==> config.mk <==
export PLATFORM = sky130hd
export DESIGN_NAME = note_voice_scheduler
export DESIGN_NICKNAME = d
export VERILOG_FILES = /design/src/rtl/note_voice_scheduler.sv
export SDC_FILE = /design/constraint.sdc
export NUM_CORES = 1
export LEC_CHECK = 0
export ABC_CLOCK_PERIOD_IN_PS = 5420
export CAP_MARGIN = 20
export CORE_MARGIN = 2
export CORE_UTILIZATION = 60
export DETAILED_ROUTE_END_ITERATION = 10
export HOLD_SLACK_MARGIN = 0.05
export PLACE_DENSITY_LB_ADDON = 0.15
export SLEW_MARGIN = 20
export SYNTH_ARGS = -nofsm -noshare
export SYNTH_HDL_FRONTEND = slang
export SYNTH_SLANG_ARGS = --single-unit
==> constraint.sdc <==
create_clock -name clk -period 5.42 [get_ports clk]
set_clock_uncertainty 0.15 [all_clocks]
set_input_delay 0.542 -clock clk [delete_from_list [all_inputs] [get_ports clk]]
set_output_delay 0.542 -clock clk [all_outputs]
set_load 0.05 [all_outputs]
==> src/rtl/note_voice_scheduler.sv <==
// note_voice_scheduler: shares one square-wave tone generator between four debounced note keys.
//   clk         in   system clock
//   reset_n     in   asynchronous active-low reset
//   note_req    in   [3:0] raw key requests, active-high, asynchronous to clk
//   mode        in   [1:0] 00 off, 01 lowest-index, 10 last-pressed, 11 round-robin
//   held        out  [3:0] debounced key state
//   voice       out  [1:0] index of the granted key
//   tone_en     out  generator enable
//   half_period out  [HP_W-1:0] generator half-period in clk cycles, 0 when silent
//   held_count  out  [2:0] number of held keys
module note_voice_scheduler #(
   parameter int DEBOUNCE_CYC = 500000,
   parameter int SLOT_CYC     = 250000,
   parameter int GAP_CYC      = 64,
   parameter int HP_W         = 17
) (
   input  logic            clk,
   input  logic            reset_n,
   input  logic [3:0]      note_req,
   input  logic [1:0]      mode,
   output logic [3:0]      held,
   output logic [1:0]      voice,
   output logic            tone_en,
   output logic [HP_W-1:0] half_period,
   output logic [2:0]      held_count
);
   localparam int DW = $clog2(DEBOUNCE_CYC + 1);
   localparam int SW = $clog2(SLOT_CYC + 1);
   localparam int GW = $clog2(GAP_CYC + 1);
   typedef enum logic [1:0] {IDLE, PLAY, GAP} state_t;
   state_t          state, state_nx;
   logic [3:0]      s1, s2, flip, rise;
   logic [DW-1:0]   dcnt [4];
   logic [1:0]      last, voice_nx, low, nxt, pick, rr_pick;
   logic [SW-1:0]   slot, slot_nx;
   logic [GW-1:0]   gcnt, gcnt_nx;
   logic            active;

   function automatic logic [1:0] lowest(input logic [3:0] v);
      return v[0] ? 2'd0 : v[1] ? 2'd1 : v[2] ? 2'd2 : 2'd3;
   endfunction

   // A key flips on the last of DEBOUNCE_CYC consecutive cycles that disagree with held.
   always_comb begin
      for (int k = 0; k < 4; k++) flip[k] = (s2[k] != held[k]) && (dcnt[k] == DW'(DEBOUNCE_CYC - 1));
      rise = flip & s2;
   end

   always_ff @(posedge clk or negedge reset_n) begin
      if (!reset_n) begin
         s1   <= '0;
         s2   <= '0;
         held <= '0;
         last <= '0;
         for (int k = 0; k < 4; k++) dcnt[k] <= '0;
      end else begin
         s1   <= note_req;
         s2   <= s1;
         held <= held ^ flip;
         if (|rise) last <= lowest(rise);
         for (int k = 0; k < 4; k++) dcnt[k] <= (s2[k] == held[k] || flip[k]) ? '0 : dcnt[k] + 1'b1;
      end
   end

   // nxt: first held key above voice, wrapping; stays on voice when no other key is held.
   always_comb begin
      nxt = voice;
      for (int i = 3; i >= 1; i--) if (held[voice + 2'(i)]) nxt = voice + 2'(i);
      low     = lowest(held);
      rr_pick = (!held[voice] || (state == PLAY && slot == SW'(SLOT_CYC - 1))) ? nxt : voice;
      pick    = mode == 2'b01 ? low : mode == 2'b10 ? (held[last] ? last : low) : rr_pick;
   end

   always_comb begin
      state_nx = state;
      voice_nx = voice;
      slot_nx  = slot;
      gcnt_nx  = gcnt;
      active   = |held && mode != 2'b00;
      if (!active) state_nx = IDLE;
      else if (state == IDLE) begin
         state_nx = PLAY;
         voice_nx = pick;
         slot_nx  = '0;
      end else if (state == PLAY) begin
         slot_nx = slot == SW'(SLOT_CYC - 1) ? '0 : slot + 1'b1;
         if (pick != voice) begin
            state_nx = GAP;
            voice_nx = pick;
            slot_nx  = '0;
            gcnt_nx  = '0;
         end
      end else begin
         // Re-picks during the gap retarget the voice but keep the gap running.
         voice_nx = pick;
         gcnt_nx  = gcnt + 1'b1;
         if (gcnt == GW'(GAP_CYC - 1)) begin
            state_nx = PLAY;
            slot_nx  = '0;
         end
      end
   end

   always_ff @(posedge clk or negedge reset_n) begin
      if (!reset_n) begin
         state <= IDLE;
         voice <= '0;
         slot  <= '0;
         gcnt  <= '0;
      end else begin
         state <= state_nx;
         voice <= voice_nx;
         slot  <= slot_nx;
         gcnt  <= gcnt_nx;
      end
   end

   assign tone_en     = state == PLAY;
   assign half_period = !tone_en ? '0 : voice == 2'd0 ? HP_W'(95420) : voice == 2'd1 ? HP_W'(75757) :
                        voice == 2'd2 ? HP_W'(63775) : HP_W'(47801);
   assign held_count  = 3'(held[0]) + 3'(held[1]) + 3'(held[2]) + 3'(held[3]);
endmodule
==> results of run 1 <==
## cells by family after synthesis
logic type,after synthesis,share of synthesized area
XOR/XNOR,76,0.105
flip-flops,119,0.468
AO/OA/AOI/OAI,92,0.0927
multiplexers,8,0.0150
adder cells (fa/ha/maj),16,0.0327
AND/OR/NAND/NOR,320,0.251
buffers and inverters,52,0.0354
## stage by stage
| step | area, um2 | hold slack (ns) | util | setup slack [ns] | instances |
|---|---|---|---|---|---|
| finish | 7350 | 0.197 | 0.712 | 1.62 | 860 |
| global route | 7350 | 0.207 | 0.712 | 1.42 | 860 |
| CTS | 7350 | 0.199 | 0.712 | 1.59 | 860 |
| detailed placement | 6750 | 0.186 | 0.654 | 1.88 | 827 |
| global placement | 6750 | 0.185 | 0.654 | 2.01 | 827 |
| floorplan | 6360 | 0.0964 | - | 1.41 | 683 |
## routing by layer
metal / GRT usage / part of all wire / vias up
met2: 0.398 / 0.48 / 107
met1: 0.316 / 0.46 / 2416
met5: 0 / 0 / -
met3: 0.0535 / 0.039 / 24
met4: 0.0946 / 0.018 / 0
li1: - / - / 2418
## worst max path at each step
| stage | start | end | slack [ns] | cells after the start |
|---|---|---|---|---|
| after floorplan | voice[0] | half_period[15] | 1.41 | 6 |
| after global placement | voice[0] | slot[5] | 2.01 | 9 |
| after detailed placement | voice[0] | slot[5] | 1.88 | 9 |
| after CTS | register | held_count[1] | 1.59 | 6 |
| after global routing | voice[0] | half_period[11] | 1.42 | 4 |
| final | register | held_count[1] | 1.62 | 6 |
## worst max-delay path: cells and delay by family, from the launching register on
kind | cells | cell delay [ns]
adder cells (fa/ha/maj) | 3 | 1.02
flip-flops | 1 | 0.51
buffers and inverters | 3 | 1.05
## placed cells by master (no fill, tap or decap), types with 6 or more instances in the layout
master           instances
or3_1                   17
nor2b_1                  7
nand3_1                 45
nor2_1                 107
a21oi_1                 24
dfrtp_1                119
inv_1                   23
o21ai_0                 23
and4_1                   6
xnor2_1                 28
nor4b_1                  8
nor3_1                  17
nand2_1                 54
and3_1                  16
nand4_1                  7
and2_1                   9
xor2_1                  48
clkdlybuf4s50_1         33
a31oi_1                  8
clkbuf_8                 7
o22ai_1                  6
clkbuf_16               16
ha_1                    15
## power breakdown
group          switching (W)  internal (W)  leakage (nW)
clock               0.000382      0.000723         0.297
combinational      0.0000612     0.0000332          1.24
sequential         0.0000161      0.000901          1.60
## cell usage after synthesis, types with 4 or more instances
cell	count
dfrtp_1	119
nor2_1	107
nand2_1	54
xor2_1	48
nand3_1	45
xnor2_1	28
a21oi_1	24
inv_1	23
o21ai_0	23
clkbuf_1	19
nor3_1	17
or3_1	17
and3_1	16
ha_1	15
and2_1	9
a31oi_1	8
nor4b_1	8
nand4_1	7
nor2b_1	7
and4_1	6
buf_4	6
o22ai_1	6
mux2i_1	5
nand2b_1	5
nor4_1	5
a211oi_1	4
a41oi_1	4
or2_2	4
## area by class of cell
type	instances	area, um2
clock buffers	24	500
clock inverters	8	92.6
fillers	779	2970
inverters	23	86.3
multi-input cells	512	3160
flip-flops and latches	119	2980
well taps	136	170
repair buffers	38	370
## repair_timing
action                                  in CTS  in global routing
endpoints found under the setup margin       0                  0
hold buffers                                 1                  0
hold endpoints to repair                    60                  0
## registers in the layout (all words and copies together), names as in the netlist, named ones only
register / cells
slot: 18
s1: 4
state: 2
gcnt: 7
last: 2
dcnt: 76
voice: 2
s2: 4
==> summary.txt, run 1 <==
Detailed routing
  – Final WL: ~13 mm
  – Post-route ant nets: 0
  – Vias post-DR: approximately 5,000
  – Initial DRC count: roughly 260
  – TritonRoute pass-1 iters: 5
  – Post-DR wirelength/cell: 14.9 um
  – Vias/cell: 5.77
  – Drt drc: 0

CTS
  – Max clock buf depth: 2
  – CTS buffer count: 17
  – Number of clock sinks: 119
  – H-tree depth: 4
  – Setup Buffers After CTS: 0
  – CTS tree: yes
  – Resized Gates After CTS: 0
  – Clock transition at the registers of the reported paths: 0.06 ns
  – Worst-Skew Late Latency: 0.53 ns
  – CTS Root Cell: clkbuf_8

Synth
  – Register area share after synthesis: 0.468
  – Post-Synthesis Cells: around 680
  – Top_reg_cell synth: dfrtp_1
  – Synth area leaders: dfrtp_1, xor2_1, nor2_1
  – Cell accounting for the most synthesized area: dfrtp_1
  – Synthesized area: 6360 um2
  – Mean post-synth cell area: about 9.3 um2
  – Asr flop ratio synth: 1.00
  – Netlist cell types: 57
  – Mapped Nets: ~710
  – YS warnings: 0
  – Post-synth EDFFs: 0
  – Yosys top cell area share: 0.468
  – Yosys reg bits: 119

Power and ir drop
  – Worst vdd ir: a little under 0.2 mV
  – Total power: ~0.0021 W
  – Pleak: roughly 3.1 nW
  – Pwr dens: 288 nW/um2

Timing
  – Rel. slew slack: 0.492
  – Final Slew Violations: 0
  – Setup Viol. Count Final: 0
  – Clock period minus worst slack: 3.80 ns
  – Worst Tran Pin Value: around 0.76 ns
  – Max frequency: roughly 260 MHz
  – Unrepaired setup endpoints after global routing: false
  – Fin crit share: 0.701
  – Final Hold Viols: 0
  – Setup TNS: 0 ns

Min path
  – Min-delay src: s1[0]
  – Hold WC Path Type: reg -> reg
  – Worst hold path endpoint: s2[0]
  – Worst hold path depth: 0

Setup path
  – R2R Setup Slk: between 1.5 and 2 ns
  – Critical path capture point type: output pin
  – Worst-path maximum fanout: 10
  – CP arrival: between 3 and 4 ns
  – Worst path cell trace: inv_1 -> fa_1 -> inv_1 -> ha_1 -> ha_1 -> clkdlybuf4s50_1
  – R2r worst-path depth: 9
  – Worst path max stage delay: roughly 0.8 ns
  – Crit path max-delay cell type: clkdlybuf4s50_1
  – Class of the most critical setup path: reg -> out
  – Crit path launch type: register
  – Launching point of the worst reg2reg path: voice[0]
  – Reg2reg end: slot[5]
  – Data required, critical path: 4.73 ns

Place
  – GPL Wtd Cong: ~0.87
  – Port Buffer Count: 34
  – Post-DP HPWL: 8.62 mm

Floorplan
  – Ports: 35
  – Die span in y: roughly 110 um
  – Starting density of the core: 0.616
  – Die W: between 100 and 150 um
  – Core area: 10,300 um2
  – Total Die Area: 11,400 um2
  – # rows: 37

Status
  – Outcome: complete, no violations

Cells and area
  – Syn-to-layout area delta: 15.6%
  – Final layout net count: ~740
  – Layout cells sized above 1: 0.0649
  – Ant. Diodes: 0

GRT
  – Total global routing overflow: 0
  – First-pass GRT wire length: 22.1 mm
  – Vias in the first global route: 4,857
  – Initial antenna violation count: 0
  – Largest net degree at the start of global routing: 62
  – GR Util All Layers: 0.243

Run
  – MaxCap Viol Count: 0
Note: power is estimated with default switching activity, not from simulation.
==> run 2, diff against run 1 <==
Settings changed: ABC_CLOCK_PERIOD_IN_PS 5420 to 3300, CORE_UTILIZATION 60 to 54.
Clock period 5.42 ns to 3.3 ns, I/O delays scaled along.
==> run 2 against run 1 <==
  * Sequential share of layout area decreased by 0.54 points
  * Power grew 64%
  * Register-to-register slack got worse by 1.6 ns
  * Highest routed layer unchanged
  * Sequential power up 64%
==> summary.txt, run 2 (synthesis gave the netlist of run 1 again) <==
Detailed routing
  – Post-DR wirelength/cell: 14.6 um (was 14.9 um)
  – Vias post-DR: 4,974 (was 4,965)
  – Initial DRC count: 351 (was 257)
  – TritonRoute pass-1 iters: 4 (was 5)
  – Vias/cell: 5.68 (was 5.77)
  – Final WL: 12.8 mm (was 12.9 mm)
  – Post-route ant nets: 0 (unchanged)
  – Drt drc: 0 (unchanged)

Setup path
  – Critical path capture point type: register (was output pin)
  – Class of the most critical setup path: reg -> reg (was reg -> out)
  – Worst-path maximum fanout: 9 (was 10)
  – CP arrival: 3.31 ns (was 3.11 ns)
  – Data required, critical path: 3.47 ns (was 4.73 ns)
  – Crit path launch type: register (unchanged)

Cells and area
  – Layout cells sized above 1: 0.0832 (was 0.0649)
  – Fillcell total: 901 (was 779)
  – Ant. Diodes: 0 (unchanged)
  – Final layout net count: 744 (was 735)
  – Commonest non-fill, non-tap cell in the layout: dfrtp_1 (unchanged)
  – Biggest regs: dcnt x76, slot x18, gcnt x7 (unchanged)
  – Max FFs per register: 76 (unchanged)
  – Most frequent cells in the layout: dfrtp_1, nor2_1, nand2_1 (unchanged)
  – Syn-to-layout area delta: 17.3% (was 15.6%)
  – Top reg by flops: dcnt (unchanged)

Status
  – Outcome: complete, no violations (unchanged)

Timing
  – Final Hold Viols: 0 (unchanged)
  – Hold slack: 0.202 ns (was 0.197 ns)
  – Setup Viol. Count Final: 0 (unchanged)
  – Clock period minus worst slack: between 3 and 4 ns
  – Final Slew Violations: 0 (unchanged)
  – Post-route worst setup slack: 0.161 ns (was 1.62 ns)
  – Fin crit share: 0.951
  – Worst Tran Pin Value: 0.839 ns (was 0.762 ns)
  – Rel. slew slack: 0.436 (was 0.492)
  – Unrepaired setup endpoints after global routing: false (unchanged)
  – Max frequency: roughly 320 MHz
  – Setup TNS: 0 ns (unchanged)

Floorplan
  – Die span in y: 113 um (was 107 um)
  – Ports: 35 (unchanged)
  – Core area: 11,500 um2 (was 10,300 um2)
  – # rows: 39 (was 37)
  – Starting density of the core: 0.555 (was 0.616)
  – Total Die Area: 12,700 um2 (was 11,400 um2)
  – Die W: 113 um (was 107 um)

GRT
  – Total global routing overflow: 0 (unchanged)
  – Met1 usage: 0.296 (was 0.316)
  – First-pass GRT wire length: 22.6 mm (was 22.1 mm)
  – Vias in the first global route: 4,838 (was 4,857)
  – GRT met2 Usage: 0.349 (was 0.398)
  – Largest net degree at the start of global routing: 52 (was 62)
  – Layer with the highest usage: met2 (unchanged)
  – GR Util All Layers: 0.219 (was 0.243)
  – Initial antenna violation count: 0 (unchanged)
  – GRT met3 Usage: 0.0567 (was 0.0535)

CTS
  – Number of clock sinks: 119 (unchanged)
  – Max clock buf depth: 2 (unchanged)
  – H-tree depth: 4 (unchanged)
  – Clock transition at the registers of the reported paths: 0.05 ns (was 0.06 ns)
  – Worst-Skew Late Latency: 0.41 ns (was 0.53 ns)
  – CTS tree: yes (unchanged)
  – CTS buffer count: 17 (unchanged)
  – CTS Root Cell: clkbuf_16 (was clkbuf_8)

Place
  – Pre-CTS WS: 0.148 ns (was 1.88 ns)
  – GPL Wtd Cong: 0.846 (was 0.874)
  – Post-DP HPWL: 8.91 mm (was 8.62 mm)
  – Port Buffer Count: 34 (unchanged)

Power and ir drop
  – Pleak: 3.21 nW (was 3.14 nW)
  – Pwr dens: 466 nW/um2 (was 288 nW/um2)
  – Worst vdd ir: 0.465 mV (was 0.193 mV)

Run
  – MaxCap Viol Count: 0 (unchanged)

Min path
  – Hold WC Path Type: in -> reg (was reg -> reg)
-- run 2: changes by cell type in the layout (fill, tap and decap cells not counted), moves of 2 or more --
cell             delta
dlymetal6s2s_1      +2
buf_12              +2
clkdlybuf4s50_1     -3
dfrtp_1             -2
clkinvlp_4          +2
dfrtp_2             +2
clkbuf_8            -5
buf_4               +8
clkinv_2            -2
clkinv_4            +2
-- run 2: through the flow --
step | utilization | cell area (um2) | instances | total power, W
6_report | 0.651 | 7460 | 876 | 0.00347
5_1_grt | 0.651 | 7460 | 876 | 0.00361
4_1_cts | 0.648 | 7430 | 875 | 0.00351
3_5_place_dp | 0.596 | 6840 | 842 | 0.00170
3_3_place_gp | 0.596 | 6840 | 842 | 0.00169
2_1_floorplan | - | 6380 | 683 | 0.00163
-- run 2: report_power, final --
part           total (W)  internal [W]  leakage (nW)  switching [W]
logic           0.000176     0.0000601          1.33       0.000116
clock network    0.00180       0.00115         0.279       0.000654
registers        0.00150       0.00148          1.60      0.0000162
-- run 2: per-layer routing --
metal  wire length [um]  share of wire
met5                  0              0
met4                153          0.012
met3                544          0.042
met2               6160           0.48
met1               5960           0.46
-- run 2: layout make-up --
cell class,instances,area [um2],share of cell area
Inverter,23,86.3,0.0116
Timing Repair Buffer,47,465,0.0624
Multi-Input combinational cell,512,3160,0.424
Clock inverter,11,124,0.0166
Clock buffer,21,460,0.0617
Tap cell,143,179,0.0240
Sequential cell,119,2980,0.400
-- run 2: final timing paths --
path                                         endpoint  cells past startpoint   startpoint  slack (ns)
setup / recovery                              slot[2]                      7     slot[13]        0.16
hold / removal                                  s1[0]                      1  note_req[0]        0.20
setup reg to reg                              slot[2]                      7     slot[13]        0.16
hold reg to reg                                 s2[1]                      0        s1[1]        0.21
max in group asynchronous                    dcnt[58]                      3      reset_n        1.90
min in group asynchronous  asynchronous set/reset pin                      2      reset_n        0.35
-- run 2: worst max-delay path, stage by stage (launching register included) --
cell	delay [ns]
dfrtp_1	0.41
or4_1	0.52
or4_1	0.52
o21a_1	0.26
or4_4	0.50
nand4_4	0.18
nand4_1	0.21
o22ai_1	0.28
-- run 2: what timing repair did --
action                     in CTS  in global routing
hold buffers                    1                  0
setup endpoints to repair       0                 17
gates resized for setup         0                  3
buffers inserted                0                  1
hold endpoints to repair       49                  0
==> run 3, diff against run 2 <==
Settings changed: CAP_MARGIN 20 to 30, RECOVER_POWER set to 50.
==> run 3 against run 2 <==
  * Clock-buffer cell count unchanged
  * Non-clock buffer count unchanged
  * Critical path depth unchanged
  * Sequential cell count unchanged
  * Core utilization down 0.19 points
  * Hold slack better by 0.0048 ns
  * Global-route usage unchanged
  * Register-to-register slack about the same
  * Cell area down 0.29%
  * Die area unchanged
  * Wire length about the same
  * Combinational power down 3%
  * Largest power group unchanged
==> summary.txt, run 3 (synthesis gave the netlist of run 1 again) <==
Status
  – Outcome: complete, no violations (unchanged)

Setup path
  – Critical path capture point type: register (unchanged)
  – Crit path max-delay cell type: or4_1 (unchanged)
  – Critical Path Stages: 7 (unchanged)
  – Crit path launch type: register (unchanged)
  – Crit path top cell by count: or4_1 (unchanged)
  – CP top delay family: simple AND/OR/NAND/NOR gates (unchanged)
  – Worst path cell trace: or4_1 -> or4_1 -> o21a_1 -> or4_4 -> nand4_4 -> nand4_1 -> o22ai_1 (unchanged)
  – Crit path to: slot[2] (unchanged)
  – Launching point of the worst reg2reg path: slot[13] (unchanged)
  – R2r worst-path depth: 7 (unchanged)
  – Bufs and invs on worst path: 0 (unchanged)
  – CP arrival: 3.30 ns (was 3.31 ns)
  – Worst-path maximum fanout: 9 (unchanged)
  – Worst path max stage delay: 0.52 ns (about the same)
  – Setup crit start: slot[13] (unchanged)
  – R2R Setup Slk: 0.16 ns (about the same)
  – Class of the most critical setup path: reg -> reg (unchanged)
  – Reg2reg end: slot[2] (unchanged)
  – Data required, critical path: 3.47 ns (about the same)

Cells and area
  – Final Cell Area: 7440 um2 (was 7460 um2)
  – Layout cells sized above 1: 0.0819 (was 0.0832)
  – Biggest regs: dcnt x76, slot x18, gcnt x7 (unchanged)
  – Fillcell total: 906 (was 901)
  – Max FFs per register: 76 (unchanged)
  – Layout Utilization: 0.649 (was 0.651)
  – Final layout net count: 744 (unchanged)
  – Top reg by flops: dcnt (unchanged)
  – Commonest non-fill, non-tap cell in the layout: dfrtp_1 (unchanged)
  – Syn-to-layout area delta: 17.0% (was 17.3%)
  – Ant. Diodes: 0 (unchanged)
  – Most frequent cells in the layout: dfrtp_1, nor2_1, nand2_1 (unchanged)

Timing
  – Final Slew Violations: 0 (unchanged)
  – Hold slack: 0.207 ns (was 0.202 ns)
  – Unrepaired setup endpoints after global routing: false (unchanged)
  – Setup TNS: 0 ns (unchanged)
  – Setup Viol. Count Final: 0 (unchanged)
  – Clock period minus worst slack: 3.14 ns (about the same)
  – Max frequency: 319 MHz (about the same)
  – Worst Tran Pin Value: 1.27 ns (was 0.839 ns)
  – Final Hold Viols: 0 (unchanged)
  – Fin crit share: 0.951 (about the same)
  – Rel. slew slack: 0.152 (was 0.436)

CTS
  – H-tree depth: 4 (unchanged)
  – CTS buffer count: 17 (unchanged)
  – CTS tree: yes (unchanged)
  – Worst-Skew Late Latency: 0.41 ns (about the same)
  – Number of clock sinks: 119 (unchanged)
  – Clock transition at the registers of the reported paths: 0.06 ns (was 0.05 ns)
  – CTS Root Cell: clkbuf_16 (unchanged)
  – Max clock buf depth: 2 (unchanged)

Floorplan
  – Total Die Area: 12,700 um2 (unchanged)
  – Core area: 11,500 um2 (unchanged)
  – Starting density of the core: 0.555 (unchanged)
  – Die span in y: 113 um (unchanged)
  – Die W: 113 um (unchanged)
  – Ports: 35 (unchanged)
  – # rows: 39 (unchanged)

GRT
  – Met1 usage: 0.296 (unchanged)
  – GRT met2 Usage: 0.349 (unchanged)
  – Total global routing overflow: 0 (unchanged)
  – First-pass GRT wire length: 22.6 mm (unchanged)
  – Initial antenna violation count: 0 (unchanged)
  – Vias in the first global route: 4,838 (unchanged)
  – GR Util All Layers: 0.219 (unchanged)
  – GRT met3 Usage: 0.0567 (unchanged)
  – Layer with the highest usage: met2 (unchanged)
  – Largest net degree at the start of global routing: 52 (unchanged)

Place
  – GPL Wtd Cong: 0.846 (unchanged)
  – Dpl cell area: 6840 um2 (unchanged)
  – Post-DP HPWL: 8.91 mm (unchanged)
  – Port Buffer Count: 34 (unchanged)

Power and ir drop
  – Reg power frac: 0.431 (about the same)
  – P_int: 0.00269 W (about the same)
  – Worst vdd ir: 0.465 mV (about the same)
  – Pleak: 3.20 nW (was 3.21 nW)
  – Switching power: 0.000785 W (about the same)
  – Sw frac: 0.226 (about the same)
  – Clock network fraction of design power: 0.520 (was 0.519)
  – Combinational share of power: 0.049 (was 0.051)
  – Pwr dens: 467 nW/um2 (was 466 nW/um2)
  – Total power: 0.00347 W (about the same)

Detailed routing
  – TritonRoute pass-1 iters: 4 (unchanged)
  – Vias/cell: 5.68 (unchanged)
  – Drt drc: 0 (unchanged)
  – Post-DR wirelength/cell: 14.6 um (about the same)
  – Vias post-DR: 4,974 (unchanged)
  – Final WL: 12.8 mm (about the same)
  – Post-route ant nets: 0 (unchanged)
  – Initial DRC count: 399 (was 351)

Run
  – MaxCap Viol Count: 0 (unchanged)

Min path
  – Min-delay src: s1[1] (was note_req[0])
  – Hold WC Path Type: reg -> reg (was in -> reg)
## run 3: power by group through the flow
stage / clock (W) / combinational (W) / sequential (W)
2_1_floorplan: 0 / 0.0000988 / 0.00153
3_3_place_gp: 0 / 0.000169 / 0.00152
3_5_place_dp: 0 / 0.000176 / 0.00152
4_1_cts: 0.00184 / 0.000177 / 0.00150
5_1_grt: 0.00191 / 0.000195 / 0.00150
6_report: 0.00180 / 0.000171 / 0.00150
## run 3: layout make-up
| cell class | instances | area (um2) | area share |
|---|---|---|---|
| sequential | 119 | 2980 | 0.401 |
| clock inverter | 11 | 124 | 0.0167 |
| clock buffer | 21 | 460 | 0.0619 |
| inverter | 23 | 86.3 | 0.0116 |
| timing repair buffer | 47 | 444 | 0.0597 |
| multi-input combinational | 512 | 3160 | 0.425 |
| tap | 143 | 179 | 0.0241 |
## run 3: worst reg2reg max path: cells and delay by family (launching register included)
| kind | cells | cell delay [ns] |
|---|---|---|
| AND/OR/NAND/NOR | 5 | 1.93 |
| AO/OA/AOI/OAI | 2 | 0.54 |
| flip-flops | 1 | 0.41 |
## run 3: worst min path at each step
stage,endpoint,slack (ns),cells past startpoint
after floorplan,asynchronous set/reset pin,-0.12,0
after global placement,s2[1],0.19,0
after detailed placement,s2[1],0.20,0
after CTS,s1[0],0.19,1
after global routing,s2[1],0.22,0
final,s2[1],0.21,0
## run 3: per-layer routing
| metal | share of wire | wire length, um | vias to the layer above |
|---|---|---|---|
| met2 | 0.48 | 6140 | 100 |
| met3 | 0.043 | 549 | 14 |
| li1 | - | - | 2441 |
| met1 | 0.47 | 5960 | 2419 |
| met5 | 0 | 0 | - |
| met4 | 0.012 | 153 | 0 |
## run 3: per-stage QoR
stage / setup slack (ns) / std cells
after floorplan: 0.0410 / 683
after global placement: 0.208 / 842
after detailed placement: 0.148 / 842
after CTS: 0.00257 / 875
after global routing: 0.0197 / 876
final: 0.162 / 876
## run 3: timing repair
| item | 4_1_cts | 5_1_grt |
|---|---|---|
| hold endpoints to repair | 49 | 0 |
| endpoints found under the setup margin | 0 | 17 |
| resized for setup | 0 | 3 |
| hold buffers | 1 | 0 |
| setup buffers | 0 | 1 |
